--- src/rtl/load_store_unit_pkg.sv ---
`default_nettype none
// ============================================================================
// Module   : load_store_unit_pkg
// Brief    : Shared access-size encodings, FSM state type and alignment helper
//            for the load/store unit.
// Revision : 1.0 - initial release
// ============================================================================
package load_store_unit_pkg;

  localparam logic [1:0] SZ_BYTE = 2'b00;
  localparam logic [1:0] SZ_HALF = 2'b01;
  localparam logic [1:0] SZ_WORD = 2'b10;

  typedef enum logic [1:0] {
    ST_IDLE = 2'b00,
    ST_REQ  = 2'b01,
    ST_DONE = 2'b10
  } lsu_state_e;

  // Reserved size 2'b11 falls into the word rule.
  function automatic logic is_misaligned(input logic [1:0] sz, input logic [1:0] lo);
    case (sz)
      SZ_BYTE: is_misaligned = 1'b0;
      SZ_HALF: is_misaligned = lo[0];
      default: is_misaligned = (lo != 2'b00);
    endcase
  endfunction

endpackage : load_store_unit_pkg
`default_nettype wire

--- src/rtl/lsu_lane_align.sv ---
`default_nettype none
// ============================================================================
// Module   : lsu_lane_align
// Brief    : Combinational byte-lane steering for stores and extraction plus
//            sign/zero extension for loads.
// Revision : 1.0 - initial release
// ============================================================================
module lsu_lane_align
  import load_store_unit_pkg::*;
(
  input  logic [1:0]  size,
  input  logic [1:0]  adr_lo,
  input  logic        load_signed,
  input  logic [31:0] write_data,
  input  logic [31:0] bus_rdata,
  output logic [3:0]  be,
  output logic [31:0] wdata,
  output logic [31:0] load_data
);

  logic [31:0] w_shifted;

  assign w_shifted = bus_rdata >> {adr_lo, 3'b000};

  always_comb begin
    be        = 4'b1111;
    wdata     = write_data;
    load_data = w_shifted;
    case (size)
      SZ_BYTE: begin
        be        = 4'b0001 << adr_lo;
        wdata     = {4{write_data[7:0]}};
        load_data = {{24{load_signed & w_shifted[7]}}, w_shifted[7:0]};
      end
      SZ_HALF: begin
        be        = adr_lo[1] ? 4'b1100 : 4'b0011;
        wdata     = {2{write_data[15:0]}};
        load_data = {{16{load_signed & w_shifted[15]}}, w_shifted[15:0]};
      end
      default: ;
    endcase
  end

endmodule : lsu_lane_align
`default_nettype wire

--- src/rtl/load_store_unit.sv ---
`default_nettype none
// ============================================================================
// Module   : load_store_unit
// Brief    : MEM-stage load/store unit: stalls the pipeline while a single
//            registered data-memory transaction completes (IDLE/REQ/DONE).
// Revision : 1.0 - initial release
// ============================================================================
module load_store_unit
  import load_store_unit_pkg::*;
#(
  parameter int ADDR_W = 32
) (
  input  logic              clk,
  input  logic              rst,
  input  logic              mem_read,
  input  logic              mem_write,
  input  logic [1:0]        size,
  input  logic              load_signed,
  input  logic [ADDR_W-1:0] adr,
  input  logic [31:0]       write_data,
  output logic [31:0]       read_data,
  output logic              stall,
  output logic              misalign,
  output logic              bus_req,
  output logic              bus_we,
  output logic [ADDR_W-1:0] bus_adr,
  output logic [31:0]       bus_wdata,
  output logic [3:0]        bus_be,
  input  logic              bus_ack,
  input  logic [31:0]       bus_rdata
);

  lsu_state_e r_state;
  lsu_state_e w_state_nxt;

  logic              r_bus_req;
  logic              r_bus_we;
  logic [ADDR_W-1:0] r_bus_adr;
  logic [31:0]       r_bus_wdata;
  logic [3:0]        r_bus_be;
  logic [31:0]       r_read_data;
  logic [1:0]        r_size;
  logic [1:0]        r_adr_lo;
  logic              r_signed;

  logic              w_access;
  logic              w_misaligned;
  logic              w_issue;
  logic              w_capture;
  logic [1:0]        w_al_size;
  logic [1:0]        w_al_lo;
  logic              w_al_signed;
  logic [3:0]        w_be;
  logic [31:0]       w_wdata;
  logic [31:0]       w_load;

  assign w_access     = mem_read | mem_write;
  assign w_misaligned = is_misaligned(size, adr[1:0]);

  // Live inputs steer the issue; the captured attributes drive load extraction.
  assign w_al_size   = (r_state == ST_IDLE) ? size        : r_size;
  assign w_al_lo     = (r_state == ST_IDLE) ? adr[1:0]    : r_adr_lo;
  assign w_al_signed = (r_state == ST_IDLE) ? load_signed : r_signed;

  lsu_lane_align u_lane_align (
    .size        (w_al_size),
    .adr_lo      (w_al_lo),
    .load_signed (w_al_signed),
    .write_data  (write_data),
    .bus_rdata   (bus_rdata),
    .be          (w_be),
    .wdata       (w_wdata),
    .load_data   (w_load)
  );

  always_ff @(posedge clk or negedge rst) begin
    if (!rst) r_state <= ST_IDLE;
    else      r_state <= w_state_nxt;
  end

  always_comb begin
    w_state_nxt = r_state;
    stall       = 1'b0;
    misalign    = 1'b0;
    w_issue     = 1'b0;
    w_capture   = 1'b0;
    case (r_state)
      ST_IDLE: begin
        if (w_access) begin
          if (w_misaligned) begin
            misalign = rst;
          end else begin
            stall       = 1'b1;
            w_issue     = 1'b1;
            w_state_nxt = ST_REQ;
          end
        end
      end
      ST_REQ: begin
        stall = 1'b1;
        if (bus_ack) begin
          w_capture   = 1'b1;
          w_state_nxt = ST_DONE;
        end
      end
      ST_DONE: w_state_nxt = ST_IDLE;
      default: w_state_nxt = ST_IDLE;
    endcase
  end

  always_ff @(posedge clk or negedge rst) begin
    if (!rst) begin
      r_bus_req   <= 1'b0;
      r_bus_we    <= 1'b0;
      r_bus_adr   <= '0;
      r_bus_wdata <= '0;
      r_bus_be    <= '0;
      r_read_data <= '0;
      r_size      <= SZ_BYTE;
      r_adr_lo    <= 2'b00;
      r_signed    <= 1'b0;
    end else begin
      if (w_issue) begin
        r_bus_req   <= 1'b1;
        r_bus_we    <= mem_write;
        r_bus_adr   <= {adr[ADDR_W-1:2], 2'b00};
        r_bus_be    <= w_be;
        r_bus_wdata <= mem_write ? w_wdata : 32'h0;
        r_size      <= size;
        r_adr_lo    <= adr[1:0];
        r_signed    <= load_signed;
      end else if (w_capture) begin
        r_bus_req <= 1'b0;
      end
      // Only a completed load leaves a nonzero value, and only for the DONE cycle.
      r_read_data <= (w_capture && !r_bus_we) ? w_load : 32'h0;
    end
  end

  assign bus_req   = r_bus_req;
  assign bus_we    = r_bus_we;
  assign bus_adr   = r_bus_adr;
  assign bus_wdata = r_bus_wdata;
  assign bus_be    = r_bus_be;
  assign read_data = r_read_data;

endmodule : load_store_unit
`default_nettype wire

--- config.mk ---
export PLATFORM = sky130hd
export DESIGN_NAME = load_store_unit
export DESIGN_NICKNAME = d
export VERILOG_FILES = /design/src/rtl/load_store_unit_pkg.sv /design/src/rtl/lsu_lane_align.sv /design/src/rtl/load_store_unit.sv
export SDC_FILE = /design/constraint.sdc
export NUM_CORES = 1
export LEC_CHECK = 0
export BUFFER_PORTS_ARGS = -buffer_cell sky130_fd_sc_hd__buf_2
export CAP_MARGIN = 20
export CORE_MARGIN = 10
export CORE_UTILIZATION = 52
export DETAILED_ROUTE_END_ITERATION = 8
export PLACE_DENSITY = 0.86
export SYNTH_ARGS = -nofsm -noshare
export SYNTH_HDL_FRONTEND = slang
export SYNTH_SLANG_ARGS = --single-unit
--- constraint.sdc ---
create_clock -name clk -period 6.4 [get_ports clk]
set_clock_uncertainty 0.15 [all_clocks]
set_input_delay 0.96 -clock clk [delete_from_list [all_inputs] [get_ports clk]]
set_output_delay 0.96 -clock clk [all_outputs]
set_load 0.03 [all_outputs]
==> out/qor.yml <==
leakage_nw: 3.35
final_cell_mix: "buf_2 (204), dfrtp_1 (107), nand2_1 (54)"
grt_use_total_pct: 20.4
cp_max_fo: 54
grt_overflow: 0
post_cts_resized: 0
netlist_instances: 424
finalSetupTns_ns: 0
grt_pass1_vias: 4470
slew_headroom_pct: 39.8
yosysWarnings: 0
cts_tree: "done"
wirelength_um: 14400
register_area_sq_um: 2680
synth_top_flop_cell: "dfrtp_1"
area_delta_synth_final_pct: 26.3
coreArea_sq_um: 9240
hold_viol: 0
cts.htree.levels: 3
seq_power_share_pct: 37.2
via_count: 4089
p_int_mw: 1.51
r2r-end: "read_data[21]$_DFF_PN0_"
required_ns: 5.29
diodes: 0
power_frac_clock_pct: 16.5
dpl.hpwl_um: 11000
startpoint: "rst"
power.total_mw: 2.71
wire_per_inst_um: 19.1
fin_cells: 754
slew_violations: 0
postCtsSetupBuffers: 0
synth_cell_types: 46
setup_viol: 0
p_comb_share_pct: 46.2
drtIter0Drc: 226
syn_area_per_cell_sq_um: 11.6
power_density_nw_per_um2: 435
synthArstFlopShare_pct: 100
initial_core_util_pct: 53.4
worst_slew_pin_slew_ns: 0.885
fin_util_pct: 67.5
critPathArrivalTime_ns: 1.97
crit_end: "misalign"
synth-seq-cells: 107
drive_above_1_share_pct: 48.3
die_w_um: 117
die_y_um: 117
fillers: 734
clk_pin_slew_worst_paths_ns: 0.10
numCtsBuffers: 9
p_switching_mw: 1.20
drc_errors: 0
num_rows: 35
via_per_inst: 5.42
fmax_mhz: 324
numPortBuffers: 205
clock-sinks: 107
reg2reg_from: "r_state[1]$_DFFE_PN0P_"
ys_seq_area_share_pct: 54.2
postCtsHoldBufs: 0
path_class: "in2out"
maxCapViolations: 0
peakVddDrop_v: 0.000250
gp_congestion: 0.866
end_kind: "output port"
multiInputGateArea_sq_um: 2100
hold_class: "reg2reg"
postRouteAntennaNets: 0
outcome: "complete, no violations"
synth_edf_count: 0
r2r_slack_ns: 3.64
worst-r2r-cell-count: 5
p_sw_share_pct: 44.4
grt_setup_unrepaired: "false"
drt-pass1-iter-count: 4
grt_max_degree: 79
nets: 724
mostFrequentLayoutCell: "buf_2"
placed_cells: 738
grt_pass1_wl_um: 23500
fp.dieArea_sq_um: 13800
worstSetupStartpointType: "input port"
clockBufferDepth: 2
syn_area_sq_um: 4940
min_period_ns: 3.08
clock_latency_ns: 0.35
cts-root-buf: "clkbuf_8"
io_pins: 208
antenna_found_initial: 0
period_share_pct: 48.2
[final cells by class]
| cell class | count | area share [%] |
|---|---|---|
| flip-flops and latches | 107 | 42.9 |
| inverters | 1 | 0.0602 |
| clock buffers | 11 | 2.43 |
| well taps | 129 | 2.59 |
| clock inverters | 5 | 1.10 |
| repair buffers | 211 | 17.2 |
| multi-input cells | 290 | 33.7 |
[per-stage QoR]
step                instance area [sq um]  setup WS (ns)  hold WS [ns]
finish                               6230           3.32         0.331
global route                         6230           3.13         0.366
CTS                                  6230           3.30         0.334
detailed placement                   6010           3.20         0.308
global placement                     6010           3.25         0.307
floorplan                            4940           3.22         0.346
[power by group through the flow]
| stage | logic [mW] | registers [mW] | clock network (mW) |
|---|---|---|---|
| finish | 1.25 | 1.01 | 0.448 |
| global route | 1.35 | 1.04 | 0.481 |
| CTS | 1.27 | 1.01 | 0.455 |
| detailed placement | 1.27 | 1.02 | 0 |
| global placement | 1.24 | 1.00 | 0 |
| floorplan | 0.487 | 1.40 | 0 |
[routing by layer]
metal  share of wire [%]  wire (um)  global-route usage (%)
met1                  40       5810                    24.0
met2                  49       7040                    34.2
met3                 9.8       1410                    7.72
met4                0.99        142                    5.16
met5                   0          0                       0
[synth_stat cells (all sizes together), types with 2 or more instances]
cell type / count / area [sq um]
mux2i: 26 / 264
nor2: 21 / 97.6
a22oi: 7 / 52.6
o21ai: 50 / 265
dfrtp: 107 / 2680
o22ai: 2 / 12.5
buf: 20 / 138
a21oi: 6 / 41.3
mux2: 51 / 574
and2: 2 / 15.0
nand3: 23 / 160
nand2b: 2 / 12.5
o211ai: 9 / 95.1
nor3: 2 / 10.0
a22o: 8 / 70.1
nand2: 55 / 206
and3: 8 / 50.1
clkbuf: 7 / 26.3
o21a: 3 / 22.5
[sequential cells by signal, summed over array words and instances (netlist names)]
register	cells
r_state	2
r_size	2
bus_req	1
read_data	32
r_adr_lo	2
bus_we	1
bus_wdata	32
r_signed	1
bus_be	4
bus_adr	30
[critical path, stage by stage]
cell and delay (ns):
buf_4 0.53, nand2_1 0.10, nor2_1 0.12, buf_2 0.22
[kinds of logic (layout without fill, tap and decap cells)]
kind of cell / after synthesis / in the layout / share of synthesized area [%]
buf+inv: 28 / 228 / 3.40
flops: 107 / 107 / 54.2
other cells: 1 / 2 / 0.0760
compound gates: 91 / 91 / 12.9
simple gates: 120 / 120 / 12.4
mux: 77 / 77 / 17.0
[how the worst min path moves through the flow]
stage	slack [ns]	endpoint	startpoint	depth (start not counted)
after CTS	0.33	bus_req$_DFFE_PN0P_	bus_req$_DFFE_PN0P_	2
after global routing	0.37	bus_req$_DFFE_PN0P_	bus_req$_DFFE_PN0P_	2
after detailed placement	0.31	bus_req$_DFFE_PN0P_	bus_req$_DFFE_PN0P_	2
after floorplan	0.35	r_signed$_DFFE_PN0P_	r_signed$_DFFE_PN0P_	1
after global placement	0.31	bus_req$_DFFE_PN0P_	bus_req$_DFFE_PN0P_	2
final	0.33	bus_req$_DFFE_PN0P_	bus_req$_DFFE_PN0P_	2
Power figures use the tool's default switching activity.
